`config.mk`:
```
export PLATFORM = sky130hd
export DESIGN_NAME = prog_loader
export DESIGN_NICKNAME = d
export VERILOG_FILES = /design/src/rtl/prog_loader_pkg.sv /design/src/rtl/prog_loader.sv
export SDC_FILE = /design/constraint.sdc
export NUM_CORES = 1
export LEC_CHECK = 0
export ABC_AREA = 1
export ABC_CLOCK_PERIOD_IN_PS = 2100
export BUFFER_PORTS_ARGS = -buffer_cell sky130_fd_sc_hd__buf_2
export CORE_MARGIN = 2
export CORE_UTILIZATION = 50
export DETAILED_ROUTE_END_ITERATION = 16
export PLACE_DENSITY_LB_ADDON = 0.12
export SYNTH_ARGS = -nofsm -noshare
export SYNTH_HDL_FRONTEND = slang
export SYNTH_SLANG_ARGS = --single-unit
```
`constraint.sdc`:
```
create_clock -name Clk -period 2.1 [get_ports Clk]
set_clock_uncertainty 0.2 [all_clocks]
set_input_delay 0.42 -clock Clk [delete_from_list [all_inputs] [get_ports Clk]]
set_output_delay 0.42 -clock Clk [all_outputs]
set_load 0.05 [all_outputs]
```
`src/rtl/prog_loader_pkg.sv`:
```
// Shared types and defaults for the program loader and the core top level
// that consumes its instruction-memory write port.
package prog_loader_pkg;

  localparam int unsigned PL_IW    = 9;
  localparam int unsigned PL_AW    = 6;
  localparam int unsigned PL_DEPTH = 64;

  localparam logic [PL_IW-1:0] PL_FILL_WORD = 9'h000;

  typedef enum logic [1:0] {
    IDLE,
    LOAD,
    FILL,
    DONE
  } loader_state_t;

endpackage

```
`src/rtl/prog_loader.sv`:
```
// Streams machine-code words into instruction memory while holding the core in reset,
// optionally pads the remainder with a fill word, then releases the core.
module prog_loader
  import prog_loader_pkg::*;
#(
  parameter int unsigned    IW        = PL_IW,
  parameter int unsigned    AW        = PL_AW,
  parameter int unsigned    DEPTH     = PL_DEPTH,
  parameter bit             FILL_EN   = 1'b1,
  parameter logic [IW-1:0]  FILL_WORD = IW'(PL_FILL_WORD)
) (
  input  logic          Clk,
  input  logic          Reset,
  input  logic          start,
  input  logic          in_valid,
  input  logic [IW-1:0] in_word,
  input  logic          in_last,
  output logic          in_ready,
  output logic          wr_en,
  output logic [AW-1:0] wr_addr,
  output logic [IW-1:0] wr_data,
  output logic          core_reset,
  output logic          loaded,
  output logic [AW:0]   word_count,
  output logic          overflow
);

  localparam logic [AW-1:0] LastAddr = AW'(DEPTH - 1);
  localparam logic [AW-1:0] AddrOne  = AW'(1);
  localparam logic [AW:0]   CntOne   = (AW + 1)'(1);

  loader_state_t r_state;
  logic [AW-1:0] r_addr;
  logic          r_wr_en;
  logic [AW-1:0] r_wr_addr;
  logic [IW-1:0] r_wr_data;
  logic          r_core_reset;
  logic          r_loaded;
  logic [AW:0]   r_word_count;
  logic          r_overflow;

  logic w_in_ready;
  logic w_hs;
  logic w_at_end;
  logic w_go_fill;

  always_comb begin
    w_in_ready = (r_state == LOAD);
    w_hs       = in_valid & w_in_ready;
    w_at_end   = (r_addr == LastAddr);
    w_go_fill  = FILL_EN & in_last & ~w_at_end;
  end

  always_ff @(posedge Clk or posedge Reset) begin
    if (Reset) begin
      r_state      <= IDLE;
      r_addr       <= '0;
      r_wr_en      <= 1'b0;
      r_wr_addr    <= '0;
      r_wr_data    <= '0;
      r_core_reset <= 1'b1;
      r_loaded     <= 1'b0;
      r_word_count <= '0;
      r_overflow   <= 1'b0;
    end else begin
      r_wr_en <= 1'b0;
      unique case (r_state)
        IDLE: begin
          if (start) begin
            r_state      <= LOAD;
            r_addr       <= '0;
            r_word_count <= '0;
            r_overflow   <= 1'b0;
          end
        end
        LOAD: begin
          if (w_hs) begin
            r_wr_en      <= 1'b1;
            r_wr_addr    <= r_addr;
            r_wr_data    <= in_word;
            r_word_count <= r_word_count + CntOne;
            // Address saturates at the last location; leaving LOAD is forced there.
            if (!w_at_end) begin
              r_addr <= r_addr + AddrOne;
            end
            if (in_last || w_at_end) begin
              r_state    <= w_go_fill ? FILL : DONE;
              r_overflow <= ~in_last;
            end
          end
        end
        FILL: begin
          r_wr_en   <= 1'b1;
          r_wr_addr <= r_addr;
          r_wr_data <= FILL_WORD;
          if (w_at_end) begin
            r_state <= DONE;
          end else begin
            r_addr <= r_addr + AddrOne;
          end
        end
        DONE: begin
          // Release lags entry by one cycle so the final write lands before fetch.
          if (start) begin
            r_state      <= LOAD;
            r_addr       <= '0;
            r_word_count <= '0;
            r_overflow   <= 1'b0;
            r_core_reset <= 1'b1;
            r_loaded     <= 1'b0;
          end else begin
            r_core_reset <= 1'b0;
            r_loaded     <= 1'b1;
          end
        end
        default: r_state <= IDLE;
      endcase
    end
  end

  assign in_ready   = w_in_ready;
  assign wr_en      = r_wr_en;
  assign wr_addr    = r_wr_addr;
  assign wr_data    = r_wr_data;
  assign core_reset = r_core_reset;
  assign loaded     = r_loaded;
  assign word_count = r_word_count;
  assign overflow   = r_overflow;

endmodule

```
==> results.tsv, run 1 <==
metric	value	unit
drv_slew	0	
dp_cells	293	
relSlewSlack	0.629	
p_per_area	1580	nW/um^2
critPathKind	reg -> out	
max_freq	506	MHz
n_antenna_cell	0	
critical_path_arrival	1.36	ns
ios	41	
min_period_over_period	0.941	
finalSetupViolCount	0	
grt_overflow	0	
timing.setup.tns	0	ns
drive_gt1_frac	0.262	
netlist.area_leader.share	0.479	
grt_pass1_vias	1406	
dp_slack	0.245	ns
syn_inst	207	
die-area	3940	um^2
synth.distinct_cells	25	
slowest_delay	0.43	ns
path_depth	3	
status	finished clean	
place.gp.congestion	0.773	
fin_cells	302	
crit_family	flip-flops	
root_buffer	clkbuf_4	
post-cts-setup-buffers	0	
synth_edf_count	0	
period_needed	1.98	ns
drt_iter0_markers	54	
vias	1479	
synth_top_cell_by_area	dfrtp_1	
netlist_area	1730	um^2
synth_fp_nets	227	
path_cells	inv_1, ha_2, clkbuf_4	
rsz0062_at_grt	no	
cp_num_buf_inv	2	
synth-seq-cells	34	
whs	0.122	ns
ys_seq_area_frac	0.494	
wl	3420	um
cp-end-kind	output pin	
hold_viol	0	
synth.most_common_cell	nand2_1	
insertion_delay	0.33	ns
ant_nets	0	
slowest_stage	dfrtp_1	
grtUsageTotal	0.196	
clkTransAtPathRegs	0.10	ns
cts_max_level	2	
die_width	62.7	um
clockBufferDepth	2	
cts_buffers	5	
min_path_cells	3	
synthTopCellsByArea	dfrtp_1, nand2_1, inv_1, nand3_1, o21ai_0	
worst_slew_pin_slew	0.556	ns
initial_core_util	0.517	
rows	21	
rr_worst_depth	7	
holdCritPathClass	in -> reg	
die_y	62.7	um
n_fill_cell	295	
multi_input_area	708	um^2
worstPathRequired	1.48	ns
setup.worst_path.start_class	flop	
drc	0	
cts_tree	done	
clkSinkCount	34	
hpwl	2610	um
core_area	3340	um^2
syn_to_final_growth	20.5	%
grt_pass1_wl	6180	um
drt-pass1-iter-count	4	
layout.area.seq	852	um^2
routedWlPerCell	11.3	um
max_cap_viol_count	0	
antenna_found_initial	0	
cp_max_fo	6	
ys.flop_type	dfrtp_1	
synth_commonest_cells	nand2_1, inv_1, dfrtp_1	
p_leak	1.13	nW
finalNetCount	275	
async_flop_share	1.00	
syn_avg_cell_area	8.34	um^2
yosys_warnings	0	
grt_max_degree	23	
worst_ir_drop_vdd	930	uV
routed_via_density	4.90	
fin_ws	0.124	ns
numPortBuffers	40	
## power breakdown
| group | internal (mW) | switching, mW | leakage [nW] | total (mW) |
|---|---|---|---|---|
| Sequential | 0.877 | 0.151 | 0.441 | 1.03 |
| Combinational | 0.506 | 1.36 | 0.656 | 1.87 |
| Clock | 0.161 | 0.225 | 0.0343 | 0.386 |
## state kept, by name, indices dropped and copies added (netlist names)
name        cells
wr_addr         6
wr_data         9
loaded          1
wr_en           1
r_state         2
r_addr          6
core_reset      1
word_count      7
overflow        1
## cells by family after synthesis
kind of cell	after synthesis	share of synthesized area
AND/OR/NAND/NOR	92	0.245
AO/OA/AOI/OAI	29	0.0907
multiplexers	3	0.0196
buffers and inverters	41	0.0972
adder cells (fa/ha/maj)	6	0.0435
flip-flops	34	0.494
XOR/XNOR	2	0.0102
## worst paths after layout
kind / start / endpoint / slack, ns
setup / recovery: r_state[1] / in_ready / 0.12
hold / removal: start / core_reset / 0.12
setup reg to reg: r_state[0] / r_addr[5] / 0.22
hold reg to reg: core_reset / core_reset / 0.28
max in group asynchronous: Reset / wr_data[1] / 0.73
min in group asynchronous: Reset / word_count[1] / 0.46
## what timing repair did
item,CTS,global route
setup endpoints to repair,0,1
hold endpoints to repair,11,0
resized for setup,0,2
hold buffers,1,0
## per-stage QoR
stage	cell area [um^2]	power (mW)	utilization
after detailed placement	2000	2.91	0.600
after CTS	2070	3.31	0.622
after global placement	2000	2.89	0.600
after global routing	2080	3.55	0.623
after floorplan	1730	2.50	-
final	2080	3.28	0.623
## cells in the final DEF (no fill, tap or decap), types with 2 or more instances in the layout
master / netlist / routed
ha_1: 6 / 5
buf_2: 2 / 39
nand3_1: 22 / 22
nand2_2: 3 / 3
o21ai_2: 2 / 2
o21ai_0: 18 / 18
dfrtp_1: 33 / 33
nand4_1: 7 / 7
inv_1: 36 / 36
o21ai_1: 2 / 2
nor2_4: 2 / 2
nor2_1: 9 / 9
clkbuf_4: 0 / 6
buf_4: 1 / 4
nand2_1: 46 / 46
a21oi_1: 5 / 5
mux2_2: 3 / 3
xor2_1: 2 / 2
## layer usage
metal	wire length, um	part of all wire	global-route usage	vias to the layer above
met2	1560	0.46	0.319	41
met1	1650	0.48	0.263	672
met4	27	0.0079	0.0417	0
met5	0	0	0	-
met3	179	0.052	0.0559	4
li1	-	-	-	762
## tightest hold or removal path: cells and delay by family
| kind | cells | cell delay, ns |
|---|---|---|
| buf+inv | 1 | 0.10 |
| compound gates | 1 | 0.07 |
| simple gates | 1 | 0.06 |
## layout make-up
| type | instances | share of cell area |
|---|---|---|
| tap | 46 | 0.0277 |
| sequential | 34 | 0.410 |
| clock inverter | 2 | 0.00602 |
| clock buffer | 6 | 0.0247 |
| multi-input combinational | 132 | 0.341 |
| inverter | 36 | 0.0650 |
| timing repair buffer | 46 | 0.126 |
No activity file was read; power rests on OpenSTA's default activity.
==> run 2, diff against run 1 <==
Settings changed: ABC_CLOCK_PERIOD_IN_PS 2100 to 2300.
Clock period 2.1 ns to 2.3 ns, I/O delays scaled along.
==> run 2 against run 1 <==
  * Critical path depth unchanged
  * Hold slack improved by 0.033 ns
  * Via count decreased by 0.68%
  * Combinational power decreased by 11%
  * First-iteration DRC count increased by 35%
  * Final area decreased by 0.96%
  * Die area unchanged
  * Non-clock buffer count decreased by 2
  * Clock power decreased by 9.6%
  * Critical endpoint unchanged
  * Largest cell class unchanged
==> results.tsv, run 2 (synthesized netlist as in run 1, its figures left out) <==
metric	value	unit
die_width	62.7	um
clkTransAtPathRegs	0.11	ns
p_per_area	1430	nW/um^2
hold_viol	0	
insertion_delay	0.34	ns
routedWlPerCell	11.3	um
clkSinkCount	34	
relSlewSlack	0.635	
critical_path_arrival	1.45	ns
slowest_stage	dfrtp_1	
wl	3400	um
rows	21	
drive_gt1_frac	0.252	
hold_buffers	1	
place.gp.congestion	0.809	
status	finished clean	
dp_slack	0.320	ns
finalNetCount	273	
cp-end-kind	output pin	
cts_tree	done	
grt_overflow	0	
n_fill_cell	318	
syn_to_final_growth	19.4	%
ant_nets	0	
fin_area	2060	um^2
vias	1469	
grt_pass1_wl	6090	um
total_power	2.95	mW
worstPathRequired	1.64	ns
fin_ws	0.191	ns
initial_core_util	0.517	
cts_max_level	2	
max_cap_viol_count	0	
routed_via_density	4.90	
timing.setup.tns	0	ns
finalSetupViolCount	0	
max_freq	474	MHz
clockBufferDepth	2	
rsz0062_at_grt	no	
die-area	3940	um^2
path_cells	inv_1, ha_1, buf_2	
final_cell_mix	nand2_1, buf_2, inv_1	
post-cts-setup-buffers	0	
n_antenna_cell	0	
cp_max_fo	6	
min_period_over_period	0.917	
ios	41	
place_area	1990	um^2
numPortBuffers	40	
worst_slew_pin_slew	0.547	ns
holdCritPathClass	in -> reg	
p_leak	1.12	nW
cts_buffers	5	
grt_max_degree	23	
antenna_found_initial	0	
critPathKind	reg -> out	
final_common_cell	nand2_1	
core_area	3340	um^2
period_needed	2.11	ns
hpwl	2540	um
cts_resized	0	
setup.worst_path.start_class	flop	
cp_num_buf_inv	2	
crit_family	flip-flops	
worst_ir_drop_vdd	749	uV
drv_slew	0	
drt_iter0_markers	73	
largest_reg_flops	9	
drt-pass1-iter-count	4	
slowest_delay	0.42	ns
root_buffer	clkbuf_4	
grtUsageTotal	0.194	
die_y	62.7	um
drc	0	
grt_pass1_vias	1406	
## run 2: cell count changes in the layout (fill, tap and decap cells not counted)
cell,previous run,this run
buf_4,4,2
clkbuf_4,6,5
ha_1,5,6
ha_2,1,0
buf_2,39,40
## run 2: report_power, final
group	internal [mW]	switching [mW]	total [mW]	leakage, nW
Sequential	0.801	0.140	0.940	0.441
Clock	0.147	0.202	0.349	0.0343
Combinational	0.425	1.23	1.66	0.648
Total	1.37	1.58	2.95	1.12
## run 2: metrics by stage
step	utilization	std cells	hold slack (ns)
2_1_floorplan	-	207	0.290
3_3_place_gp	0.595	291	0.268
3_5_place_dp	0.595	291	0.267
4_1_cts	0.617	300	0.140
5_1_grt	0.617	300	0.157
6_report	0.617	300	0.155
## run 2: layout make-up
cell class	count	area, um^2	area share
Clock buffer	6	51.3	0.0249
Clock inverter	2	12.5	0.00608
Multi-Input combinational cell	132	706	0.343
Inverter	36	135	0.0656
Sequential cell	34	852	0.414
Tap cell	46	57.6	0.0279
Timing Repair Buffer	44	245	0.119
## run 2: path summary, 6_finish.rpt
| check | startpoint | endpoint | slack, ns | cells past startpoint |
|---|---|---|---|---|
| worst min register to register | core_reset | core_reset | 0.27 | 2 |
| worst min-delay path | in_word[1] | wr_data[1] | 0.15 | 3 |
| min in group asynchronous | Reset | word_count[3] | 0.50 | 3 |
| worst max register to register | r_state[0] | r_addr[5] | 0.34 | 6 |
| max in group asynchronous | Reset | wr_data[5] | 0.90 | 4 |
| worst max-delay path | r_state[1] | in_ready | 0.19 | 3 |
## run 2: routing by layer
layer | wire length [um] | track usage
met5 | 0 | 0
met3 | 162 | 0.0523
met4 | 68 | 0.0667
met2 | 1530 | 0.308
met1 | 1640 | 0.259
## run 2: worst min-delay path, cell delays in order
cell and delay (ns):
buf_2 0.08, nand3_1 0.06, o21ai_0 0.06
==> run 3, diff against run 2 <==
Settings changed: CORE_MARGIN 2 to unset, REMOVE_ABC_BUFFERS set to 1.
==> run 3 against run 2 <==
  * Core utilization up 3.6 points
  * Via count up 2.7%
  * Setup slack better by 0.015 ns
  * Non-clock buffer count up 1
  * Global-route usage up 3.2 points
  * Die area down 6.3%
  * Combinational power about the same
  * Clock-buffer cell count up 1
  * Register-to-register slack better by 0.06 ns
  * Final cell count down 0.33%
  * Critical path type unchanged
  * Critical endpoint unchanged
  * Largest cell class unchanged
==> results.tsv, run 3 (synthesized netlist as in run 1, its figures left out) <==
metric	value	unit
cp_max_fo	6	
ios	41	
relSlewSlack	0.591	
grt_overflow	0	
switchingPower	1.58	mW
fin_ws	0.206	ns
critical_path_arrival	1.43	ns
worstHoldEndpoint	wr_data[3]	
rsz0062_at_grt	no	
die_y	60.7	um
rr_worst_depth	8	
min_path_cells	3	
hpwl	2510	um
cts_buffers	5	
clockBufferDepth	2	
rows	20	
syn_to_final_growth	19.4	%
holdCritPathClass	in -> reg	
fin_cells	299	
min_period_over_period	0.911	
max_cap_viol_count	0	
grt_pass1_vias	1365	
place.gp.congestion	0.856	
cp-end-kind	output pin	
setup.worst_path.start_class	flop	
p_int	1.40	mW
max_freq	477	MHz
die_width	60.7	um
combPwrFrac	0.566	
period_needed	2.09	ns
dp_cells	290	
clkSinkCount	34	
p_leak	1.13	nW
r2r-end	r_addr[5]	
layout.area.seq	852	um^2
status	finished clean	
drv_slew	0	
hp-start	in_word[3]	
multi_input_area	706	um^2
critPathKind	reg -> out	
numPortBuffers	40	
ant_nets	0	
cts_max_level	2	
cts_tree	done	
grt-busiest-layer	met2	
n_fill_cell	284	
clkTransAtPathRegs	0.10	ns
final_common_cell	nand2_1	
p_per_area	1450	nW/um^2
power.share.switching	0.530	
initial_core_util	0.547	
grt_pass1_wl	6070	um
routed_via_density	5.05	
antenna_found_initial	0	
gr-usage-met2	0.353	
reg2reg_slack	0.40	ns
routedWlPerCell	11.6	um
worstPathRequired	1.64	ns
insertion_delay	0.34	ns
finalSetupViolCount	0	
hold_viol	0	
final_cell_mix	nand2_1, buf_2, inv_1	
p_clk_frac	0.118	
worst_ir_drop_vdd	886	uV
n_antenna_cell	0	
vias	1509	
use_met1	0.308	
rr_startpoint	r_state[0]	
wl	3480	um
drt-pass1-iter-count	6	
worst_slew_pin_slew	0.612	ns
largest_reg_flops	9	
drt_iter0_markers	102	
core_area	3150	um^2
drive_gt1_frac	0.251	
grt_max_degree	21	
grtUsageTotal	0.227	
die-area	3690	um^2
cts_resized	0	
drc	0	
root_buffer	clkbuf_4	
sequentialPowerShare	0.316	
timing.setup.tns	0	ns
grt_util_met3	0.0469	
dp_slack	0.434	ns
finalNetCount	274	
## run 3: changes by cell type in the layout (fill, tap and decap cells not counted), sizes merged
cell / previous run / this run
clkbuf: 6 / 7
clkinvlp: 1 / 0
buf: 43 / 44
## run 3: area by class of cell
cell class / count / share of cell area
Inverter: 36 / 0.0656
Tap cell: 44 / 0.0267
Timing Repair Buffer: 45 / 0.123
Clock buffer: 7 / 0.0267
Multi-Input combinational cell: 132 / 0.342
Clock inverter: 1 / 0.00243
Sequential cell: 34 / 0.413
## run 3: routing by layer
| layer | up-vias | routed length, um |
|---|---|---|
| met5 | - | 0 |
| met4 | 0 | 62 |
| met3 | 8 | 158 |
| met2 | 37 | 1630 |
| met1 | 705 | 1620 |
| li1 | 759 | - |
## run 3: worst max path at each step
stage,startpoint,to,depth (start not counted)
CTS,r_state[1],in_ready,3
global route,r_state[1],in_ready,3
global placement,r_state[0],word_count[5],7
detailed placement,r_state[0],r_addr[5],8
finish,r_state[1],in_ready,3
floorplan,r_state[1],wr_addr[0],5
## run 3: metrics by stage
step,hold slack (ns),total power [mW],util,area [um^2]
2_1_floorplan,0.290,2.21,-,1690
4_1_cts,0.148,3.00,0.654,2060
3_5_place_dp,0.270,2.65,0.631,1990
6_report,0.150,2.98,0.654,2060
3_3_place_gp,0.269,2.63,0.631,1990
5_1_grt,0.155,3.21,0.654,2060
## run 3: power by group through the flow
stage	logic, mW	registers [mW]	clock network (mW)
floorplan	0.754	1.46	0
global placement	1.68	0.947	0
detailed placement	1.69	0.954	0
CTS	1.70	0.941	0.358
global route	1.86	0.970	0.385
finish	1.69	0.942	0.351
## run 3: repair_timing
action                    CTS  global route
hold buffers                1             0
setup buffers               0             0
hold endpoints to repair   13             0
## run 3: critical path, stage by stage (launching register included)
cell and delay (ns):
dfrtp_1 0.42, inv_1 0.09, ha_1 0.27, buf_2 0.31
